**config.mk**
```make
export PLATFORM = sky130hd
export DESIGN_NAME = pwl_decim_sampler_flat
export DESIGN_NICKNAME = d
export VERILOG_FILES = /design/src/rtl/pwl_decim_sampler_pkg.sv /design/src/rtl/pwl_decim_sampler_if.sv /design/src/rtl/pwl_decim_sampler_skid.sv /design/src/rtl/pwl_decim_sampler.sv /design/src/flat_wrapper.sv
export SDC_FILE = /design/constraint.sdc
export NUM_CORES = 1
export LEC_CHECK = 0
export ABC_CLOCK_PERIOD_IN_PS = 3700
export BUFFER_PORTS_ARGS = -buffer_cell sky130_fd_sc_hd__buf_2
export CAP_MARGIN = 5
export CORE_UTILIZATION = 40
export DETAILED_ROUTE_END_ITERATION = 16
export PLACE_DENSITY = 0.67
export RECOVER_POWER = 50
export SYNTH_ARGS = -nofsm -noshare
export SYNTH_HDL_FRONTEND = slang
export SYNTH_SLANG_ARGS = --single-unit
```
**constraint.sdc**
```tcl
create_clock -name clk -period 3.7 [get_ports clk]
set_input_delay 0.74 -clock clk [delete_from_list [all_inputs] [get_ports clk]]
set_output_delay 0.74 -clock clk [all_outputs]
set_load 0.005 [all_outputs]
```
**src/rtl/pwl_decim_sampler_pkg.sv**
```systemverilog
// Shared types and quantizer for the PWL decimating sampler.
// The PWL net arrives as a fixed-point snapshot (value at the clock edge plus current slope).
package pwl_sampler_pkg;

  typedef enum logic {
    IDLE = 1'b0,
    ACC  = 1'b1
  } state_t;

  // known=0 stands for an unknown/NaN net value, which samples as 0 V.
  typedef struct packed {
    logic               known;
    logic signed [31:0] val_uv;
    logic signed [31:0] slope_uv_ns;
  } pwl_t;

  typedef struct packed {
    logic signed [31:0] code;
    logic               sat;
  } quant_t;

  // Value of the net dt_ps after the edge, extrapolated along the current segment.
  function automatic longint pwl_eval(input pwl_t p, input longint dt_ps);
    longint v;
    if (!p.known) begin
      v = 0;
    end else begin
      v = longint'(p.val_uv) + (longint'(p.slope_uv_ns) * dt_ps) / 1000;
    end
    return v;
  endfunction

  // Round half away from zero, then clip to the signed nbit range.
  function automatic quant_t quantize(input longint v_uv, input longint lsb_uv, input int nbit);
    longint mag;
    longint q;
    longint hi;
    longint lo;
    quant_t r;
    mag = (v_uv < 0) ? -v_uv : v_uv;
    q   = (2 * mag + lsb_uv) / (2 * lsb_uv);
    if (v_uv < 0) begin
      q = -q;
    end
    hi    = (longint'(1) << (nbit - 1)) - 1;
    lo    = -hi - 1;
    r.sat = 1'b0;
    if (q > hi) begin
      q     = hi;
      r.sat = 1'b1;
    end else if (q < lo) begin
      q     = lo;
      r.sat = 1'b1;
    end
    r.code = 32'(q);
    return r;
  endfunction

endpackage

```
**src/rtl/pwl_decim_sampler_if.sv**
```systemverilog
// Valid/ready result channel of the PWL decimating sampler.
interface pwl_decim_sampler_if #(
  parameter int NBIT = 8
);

  logic signed [NBIT-1:0] out_code;
  logic                   out_valid;
  logic                   out_ready;

  modport master (
    output out_code,
    output out_valid,
    input  out_ready
  );

  modport slave (
    input  out_code,
    input  out_valid,
    output out_ready
  );

endinterface

```
**src/rtl/pwl_decim_sampler_skid.sv**
```systemverilog
// Two-entry valid/ready result buffer; a push into a full buffer without a pop is dropped.
module pwl_sampler_skid #(
  parameter int W = 8
) (
  input  logic                clk,
  input  logic                rst,
  input  logic                push,
  input  logic signed [W-1:0] push_data,
  input  logic                out_ready,
  output logic signed [W-1:0] out_data,
  output logic                out_valid,
  output logic                drop
);

  logic [1:0]          count_q;
  logic [1:0]          count_d;
  logic signed [W-1:0] head_q;
  logic signed [W-1:0] head_d;
  logic signed [W-1:0] tail_q;
  logic signed [W-1:0] tail_d;
  logic                pop;

  // A pop frees the head before the push lands, so push+pop on a full buffer never drops.
  always_comb begin
    pop     = (count_q != 2'd0) && out_ready;
    count_d = count_q;
    head_d  = head_q;
    tail_d  = tail_q;
    drop    = 1'b0;
    case ({push, pop})
      2'b10: begin
        case (count_q)
          2'd0: begin
            head_d  = push_data;
            count_d = 2'd1;
          end
          2'd1: begin
            tail_d  = push_data;
            count_d = 2'd2;
          end
          default: drop = 1'b1;
        endcase
      end
      2'b01: begin
        head_d  = tail_q;
        count_d = count_q - 2'd1;
      end
      2'b11: begin
        if (count_q == 2'd1) begin
          head_d = push_data;
        end else begin
          head_d = tail_q;
          tail_d = push_data;
        end
      end
      default: ;
    endcase
  end

  always_ff @(posedge clk or posedge rst) begin
    if (rst) begin
      count_q <= 2'd0;
      head_q  <= '0;
      tail_q  <= '0;
    end else begin
      count_q <= count_d;
      head_q  <= head_d;
      tail_q  <= tail_d;
    end
  end

  assign out_data  = head_q;
  assign out_valid = (count_q != 2'd0);

endmodule

```
**src/rtl/pwl_decim_sampler.sv**
```systemverilog
// Samples a PWL net each clock, quantizes, block-averages 2**LOG2DEC codes, emits over valid/ready.
// Optional: PWL_SAMPLER_SLOPE_COMP_EN evaluates the net APERTURE seconds after the edge.
module pwl_decim_sampler
  import pwl_sampler_pkg::*;
#(
  parameter int  NBIT     = 8,
  parameter int  LOG2DEC  = 2,
  parameter real LSB      = 0.01,
  parameter real APERTURE = 0.0
) (
  input  logic                       clk,
  input  logic                       rst,
  input  pwl_t                       in,
  input  logic                       en,
  input  logic                       clr_flags,
  output logic                       sat,
  output logic                       overrun,
  pwl_decim_sampler_if.master        out_if
);

  localparam int     DEC     = 1 << LOG2DEC;
  localparam int     AW      = NBIT + LOG2DEC;
  localparam int     CW      = (LOG2DEC > 0) ? LOG2DEC : 1;
  localparam longint LSB_UV  = longint'(LSB * 1.0e6);
  localparam longint APER_PS = longint'(APERTURE * 1.0e12);
`ifdef PWL_SAMPLER_SLOPE_COMP_EN
  localparam bit     SLOPE_COMP = 1'b1;
`else
  localparam bit     SLOPE_COMP = 1'b0;
`endif
  localparam longint EVAL_DT_PS = SLOPE_COMP ? APER_PS : 64'sd0;

  state_t                 state_q;
  state_t                 state_d;
  logic [CW-1:0]          cnt_q;
  logic [CW-1:0]          cnt_d;
  logic signed [AW-1:0]   acc_q;
  logic signed [AW-1:0]   acc_d;
  logic signed [AW-1:0]   acc_base;
  logic signed [AW-1:0]   sum;
  logic signed [AW-1:0]   res_full;
  logic                   sat_q;
  logic                   sat_d;
  logic                   overrun_q;
  logic                   overrun_d;
  quant_t                 qr;
  logic signed [NBIT-1:0] sample_code;
  logic signed [NBIT-1:0] push_data;
  logic                   push;
  logic                   drop;
  logic                   last;

  // DEC codes of NBIT bits fit in AW bits, so the sum cannot wrap.
  always_comb begin
    qr          = quantize(pwl_eval(in, EVAL_DT_PS), LSB_UV, NBIT);
    sample_code = qr.code[NBIT-1:0];
    acc_base    = (state_q == ACC) ? acc_q : '0;
    sum         = acc_base + AW'(sample_code);
    res_full    = sum >>> LOG2DEC;
    push_data   = res_full[NBIT-1:0];
    last        = (state_q == IDLE) ? (DEC == 1) : (cnt_q == CW'(DEC - 1));
  end

  // Dropping en abandons the partial block; the first enabled edge is already sample 0.
  always_comb begin
    state_d = state_q;
    cnt_d   = cnt_q;
    acc_d   = acc_q;
    push    = 1'b0;
    case (state_q)
      IDLE:    if (en) state_d = ACC;
      ACC:     if (!en) state_d = IDLE;
      default: state_d = IDLE;
    endcase
    if (en) begin
      if (last) begin
        push  = 1'b1;
        acc_d = '0;
        cnt_d = '0;
      end else begin
        acc_d = sum;
        cnt_d = ((state_q == ACC) ? cnt_q : '0) + 1'b1;
      end
    end else begin
      acc_d = '0;
      cnt_d = '0;
    end
  end

  // A new event on the same edge as clr_flags keeps the flag set.
  always_comb begin
    sat_d     = (sat_q & ~clr_flags) | (en & qr.sat);
    overrun_d = (overrun_q & ~clr_flags) | drop;
  end

  always_ff @(posedge clk or posedge rst) begin
    if (rst) begin
      state_q   <= IDLE;
      cnt_q     <= '0;
      acc_q     <= '0;
      sat_q     <= 1'b0;
      overrun_q <= 1'b0;
    end else begin
      state_q   <= state_d;
      cnt_q     <= cnt_d;
      acc_q     <= acc_d;
      sat_q     <= sat_d;
      overrun_q <= overrun_d;
    end
  end

  pwl_sampler_skid #(
    .W(NBIT)
  ) u_skid (
    .clk       (clk),
    .rst       (rst),
    .push      (push),
    .push_data (push_data),
    .out_ready (out_if.out_ready),
    .out_data  (out_if.out_code),
    .out_valid (out_if.out_valid),
    .drop      (drop)
  );

  assign sat     = sat_q;
  assign overrun = overrun_q;

endmodule
```
**src/flat_wrapper.sv**
```systemverilog
// flat-port wrapper written by rule: the top's interface ports become plain ports
module pwl_decim_sampler_flat import pwl_sampler_pkg::*;
#(
  parameter int  NBIT     = 8,
  parameter int  LOG2DEC  = 2,
  parameter real LSB      = 0.01,
  parameter real APERTURE = 0.0
)
  (clk, rst, in, en, clr_flags, sat, overrun, out_if_out_code, out_if_out_valid, out_if_out_ready);
  pwl_decim_sampler_if #(.NBIT(NBIT)) out_if_i ();
  input  logic clk;
  input  logic rst;
  input  pwl_t in;
  input  logic en;
  input  logic clr_flags;
  output logic sat;
  output logic overrun;
  output wire logic [$bits(out_if_i.out_code)-1:0] out_if_out_code;
  output wire logic [$bits(out_if_i.out_valid)-1:0] out_if_out_valid;
  input wire logic [$bits(out_if_i.out_ready)-1:0] out_if_out_ready;
  assign out_if_out_code = out_if_i.out_code;
  assign out_if_out_valid = out_if_i.out_valid;
  assign out_if_i.out_ready = out_if_out_ready;
  pwl_decim_sampler #(.NBIT(NBIT), .LOG2DEC(LOG2DEC), .LSB(LSB), .APERTURE(APERTURE)) u_core (.clk(clk), .rst(rst), .in(in), .en(en), .clr_flags(clr_flags), .sat(sat), .overrun(overrun), .out_if(out_if_i));
endmodule
```
==> results of run 1 <==
-- sequential cells by signal, summed over array words and instances, names as in the netlist --
signal                  count
u_core.u_skid.tail_q        8
u_core.cnt_q                2
u_core.acc_q               10
u_core.u_skid.count_q       2
u_core.state_q              1
u_core.sat                  1
u_core.u_skid.out_data      8
u_core.overrun              1
-- cell type report --
type	instances	area (um2)	area share, %
flip-flops and latches	33	826	3.88
clock inverters	1	30.0	0.141
diodes	1	2.50	0.0117
repair buffers	867	6590	30.9
inverters	37	139	0.652
clock buffers	7	143	0.669
well taps	396	495	2.33
multi-input cells	1495	13100	61.4
-- critical path: cells and delay by family --
| kind | cells | cell delay, ns |
|---|---|---|
| fa+ha+maj | 2 | 0.42 |
| compound gates | 46 | 9.93 |
| xor+xnor | 9 | 1.86 |
| simple gates | 27 | 5.86 |
| mux | 2 | 0.57 |
| buf+inv | 17 | 2.77 |
-- worst max path at each step --
stage | startpoint | end
CTS | in[64] | u_core.u_skid.out_data[6]
finish | in[41] | u_core.u_skid.out_data[7]
floorplan | in[64] | u_core.u_skid.tail_q[7]
global route | in[64] | u_core.u_skid.out_data[7]
global placement | in[64] | u_core.u_skid.out_data[6]
detailed placement | in[64] | u_core.u_skid.out_data[6]
-- repair_timing --
action / CTS / global route
resized for setup: 187 / 133
gates cloned: 0 / 0
endpoints found under the hold margin: 0 / 0
hold buffers: 0 / 0
pin swaps: 135 / 116
setup endpoints to repair: 27 / 27
buffers inserted: 76 / 48
-- cell families after synthesis --
| group | synth area share (%) |
|---|---|
| compound gates | 37.1 |
| xor+xnor | 10.9 |
| fa+ha+maj | 2.55 |
| buf+inv | 5.39 |
| flops | 6.60 |
| mux | 4.53 |
| simple gates | 32.9 |
-- routing by layer --
layer  global-route usage [%]  vias to the layer above  wire length [um]
met5                        0                        -                 0
met4                     7.24                        0              1420
met3                     1.82                      162              2350
met2                     50.7                      657             25300
met1                     36.7                     8118             21200
li1                         -                     7901                 -
-- metrics by stage --
step | instance area (um2) | TNS [ns] | std cells | setup slack (ns)
floorplan | 13100 | -496.65 | 1619 | -18.97
global placement | 18600 | -486.63 | 2710 | -18.48
detailed placement | 18600 | -500.86 | 2710 | -19.11
CTS | 20300 | -464.69 | 2791 | -17.73
global route | 21300 | -501.07 | 2837 | -19.14
finish | 21300 | -479.21 | 2837 | -18.30
-- layout by cell type, fill, tap and decap left out, types with 20 or more instances in the layout --
master,count
buf_4,786
nand2_1,140
nor2_1,125
a21oi_1,73
xnor2_1,72
nor3_1,57
nand3_1,48
o21ai_0,47
buf_2,41
inv_1,33
dfrtp_1,33
buf_6,31
a21oi_2,28
o21ai_1,27
xnor2_2,25
nand4_1,24
and2_1,23
o211ai_1,21
nor3_2,20
==> flow_metrics.py, run 1 <==
metrics = {
    "final_layout": {
        "fin_util_pct": 69.5,
        "fill_cells": 2167,
        "nets": 2528,
        "areaGrowthSynthToFinish_pct": 70.3,
        "drive_gt1_share_pct": 57.7,
    },
    "setup_path": {
        "crit_top_cell": "buf_4",
        "reg2reg_depth": 14,
        "critPathMaxStageDelay_ns": 0.57,
        "critical_path_class": "in2reg",
        "r2r-start": "u_core.state_q",
        "crit_arrival_ns": 22.17,
        "r2r-end": "u_core.u_skid.out_data[7]",
        "worst-r2r-setup-slack_ns": 0.72,
        "cp_max_fo": 7,
        "slowest_stage": "or4_4",
        "cp.required_ns": 3.86,
        "endpoint_kind": "flop",
        "startpoint_type": "input pin",
    },
    "job": {
        "cap_violations": 1,
    },
    "synthesis": {
        "synth_cell_types": 173,
        "synth-seq-area-share_pct": 6.60,
        "synth.area.top_cells": "xnor2_1 (6.9%), dfrtp_1 (6.6%), nand2_1 (4.6%)",
        "yosysTopAreaCell": "xnor2_1",
        "synth-seq-cells": 33,
        "avgSynthCellArea_um2": 7.73,
        "ys.flop_type": "dfrtp_1",
        "synth-edff-count": 0,
        "synth.most_common_cell": "nand2_1",
        "syn_area_um2": 12500,
        "syn_nets": 1708,
        "syn_inst": 1619,
        "async_reset_ff_share_pct": 100,
        "synth_commonest_cells": "nand2_1 (153), nor2_1 (138), a21oi_1 (99)",
        "synth_top_area_share_pct": 6.86,
        "yosysWarnings": 0,
    },
    "timing": {
        "hold_viol_final": 0,
        "holdWs_ns": 0.489,
        "tightest_slew_ns": 1.82,
        "relSlewSlack_pct": -21.5,
        "grt_setup_unrepaired": "yes",
        "min_period_ns": 22.00,
        "fin_ws_ns": -18.30,
        "fmax_mhz": 45.5,
        "finalSetupViolations": 27,
        "fin_skew_ns": 0.00479,
        "slew_violations": 34,
        "period_share_pct": 595,
    },
    "hold_path": {
        "min_path_cells": 2,
        "hold-path-endpoint": "u_core.u_skid.out_data[0]",
        "hold_path_class": "reg2reg",
        "min_from": "u_core.u_skid.out_data[0]",
    },
    "clocking": {
        "cts_tree": "built",
        "numCtsBuffers": 5,
        "path_clk_slew_ns": 0.05,
        "cts-root-buf": "clkbuf_16",
        "htree_levels": 2,
        "clock_tree.buffer_depth": 2,
        "clkLatencyLatePin_ns": 0.29,
        "clock-sinks": 33,
    },
    "grt": {
        "grt_usage_pct": 28.4,
        "antenna_found_initial": 1,
        "grt_max_degree": 34,
        "grt_pass1_vias": 16000,
        "grt_pass1_wl_um": 76400,
        "grt-ovfl-total": 0,
    },
    "route": {
        "ant_nets": 0,
        "wl_per_cell_um": 17.7,
        "drt_wl_total_um": 50300,
        "drc": 0,
        "vias": 16800,
        "routed_via_density": 5.94,
        "first_pass_iters": 5,
        "first_iter_violations": 1358,
    },
    "run_status": {
        "status": "finished, violations left",
        "violations": "max-capacitance violations, max-slew violations, negative setup slack",
    },
    "placement": {
        "portBuffers": 48,
        "place.gp.congestion": 0.906,
        "dp_hpwl_um": 36100,
    },
    "floorplanning": {
        "floorplan.initialDensity_pct": 40.8,
        "core_area_um2": 30700,
        "rows": 64,
        "die_w_um": 179,
        "dieArea_um2": 32000,
        "die_y_um": 179,
        "ioPinCount": 81,
    },
}
Power of run 1 is left out: the tool's default activity adds up to more than one toggle a clock period on the data nets, which glitch-free logic cannot reach.
==> run 2, diff against run 1 <==
Settings changed: MAX_ROUTING_LAYER set to met4.
==> flow_metrics.py, run 2 (synthesized netlist as in run 1, its figures left out) <==
metrics = {
    "clocking": {
        "cts-root-buf": "clkbuf_16",
        "clkLatencyLatePin_ns": 0.28,
        "numCtsBuffers": 5,
        "ctsHoldBuffers": 0,
        "htree_levels": 2,
        "cts_tree": "built",
        "clock_tree.buffer_depth": 2,
        "clock-sinks": 33,
        "path_clk_slew_ns": 0.05,
    },
    "final_layout": {
        "top_register": "u_core.acc_q",
        "layout.area.seq_um2": 826,
        "nets": 2530,
        "fill_cells": 2206,
        "diodes": 0,
        "drive_gt1_share_pct": 56.6,
        "multi_input_area_um2": 13100,
        "final_common_cell": "buf_4",
        "layout_common_cells": "buf_4 (786), nand2_1 (141), nor2_1 (130)",
        "areaGrowthSynthToFinish_pct": 70.1,
        "fin_area_um2": 21300,
        "largest_reg_flops": 10,
        "fin_util_pct": 69.4,
        "stdcell_count": 2838,
    },
    "timing": {
        "fin_ws_ns": -18.52,
        "slew_violations": 34,
        "relSlewSlack_pct": -16.5,
        "tightest_slew_ns": 1.75,
        "period_share_pct": 601,
        "fmax_mhz": 45.0,
        "min_period_ns": 22.22,
        "finalSetupViolations": 27,
        "fin_skew_ns": 0.00315,
        "hold_viol_final": 0,
        "grt_setup_unrepaired": "yes",
    },
    "route": {
        "first_iter_violations": 1446,
        "vias": 16900,
        "first_pass_iters": 5,
        "wl_per_cell_um": 17.7,
        "routed_via_density": 5.94,
        "ant_nets": 0,
        "drc": 0,
        "drt_wl_total_um": 50300,
    },
    "floorplanning": {
        "die_w_um": 179,
        "core_area_um2": 30700,
        "floorplan.initialDensity_pct": 40.8,
        "ioPinCount": 81,
        "rows": 64,
        "die_y_um": 179,
        "dieArea_um2": 32000,
    },
    "setup_path": {
        "crit_arrival_ns": 22.38,
        "cp_num_cells": 101,
        "critPathMaxStageDelay_ns": 0.59,
        "reg2reg_depth": 14,
        "startpoint_type": "input pin",
        "crit_top_cell": "buf_4",
        "critical_path_class": "in2reg",
        "slowest_stage": "or4_4",
        "cp_top_family": "compound AO/OA/AOI/OAI gates",
        "cp_max_fo": 7,
        "cp_num_buf_inv": 16,
        "cp.required_ns": 3.86,
        "endpoint_kind": "flop",
    },
    "grt": {
        "antenna_found_initial": 0,
        "grt_max_degree": 34,
        "grt_pass1_vias": 15900,
        "grt-ovfl-total": 0,
        "grt_pass1_wl_um": 76400,
        "grt_usage_pct": 29.2,
    },
    "hold_path": {
        "min_path_cells": 1,
        "hold_path_class": "reg2reg",
    },
    "placement": {
        "placed_area_um2": 18600,
        "portBuffers": 48,
        "dp_hpwl_um": 36200,
        "post-place-cells": 2702,
        "post-place-ws_ns": -18.90,
        "place.gp.congestion": 0.932,
    },
    "job": {
        "cap_violations": 1,
    },
    "run_status": {
        "status": "finished, violations left",
        "violations": "max-capacitance violations, max-slew violations, negative setup slack",
    },
}
==> run 2: per-layer routing <==
metal  track usage [%]  share of wire (%)  up-vias
li1                  -                  -     7903
met1              37.0                 42     8170
met2              50.4                 50      627
met3              2.01                5.0      156
met4              6.85                2.6        0
met5                 -                  0        -
==> run 2: worst register-to-register path, stage by stage (launching register included) <==
cell and delay [ns]:
dfrtp_1 0.58, nand2_1 0.20, inv_1 0.15, ha_4 0.21
a21o_1 0.21, a21oi_4 0.17, o21bai_1 0.10, a21oi_2 0.18
o21bai_1 0.09, a21oi_2 0.15, o21bai_1 0.08, a21oi_1 0.16
xor2_1 0.31, xnor2_2 0.19, o21ai_1 0.11
==> run 2: worst paths after layout <==
check                      slack [ns]           start                         to
max                            -18.52          in[39]  u_core.u_skid.out_data[7]
min                              0.48      u_core.sat                 u_core.sat
max reg2reg                      0.69  u_core.state_q  u_core.u_skid.out_data[7]
min reg2reg                      0.48      u_core.sat                 u_core.sat
max in group asynchronous        1.62             rst            u_core.acc_q[7]
min in group asynchronous        1.07             rst    u_core.u_skid.tail_q[2]
==> run 2: final cells by class <==
class / instances / area share, %
multi-input combinational: 1496 / 61.4
timing repair buffer: 868 / 31.0
sequential: 33 / 3.88
tap: 396 / 2.33
inverter: 37 / 0.653
clock buffer: 6 / 0.605
clock inverter: 2 / 0.0470
==> run 2: metrics by stage <==
stage	hold slack (ns)	setup TNS, ns
4_1_cts	0.473	-475.31
5_1_grt	0.488	-511.50
3_3_place_gp	0.457	-488.85
2_1_floorplan	0.474	-496.65
3_5_place_dp	0.462	-496.51
6_report	0.476	-485.47
==> run 2: what timing repair did <==
item,4_1_cts,5_1_grt
endpoints found under the setup margin,27,27
resized for setup,170,132
cloned,1,0
hold endpoints to repair,0,0
pin swaps,159,146
buffers inserted,95,63
Power of run 2 is left out for the same reason.
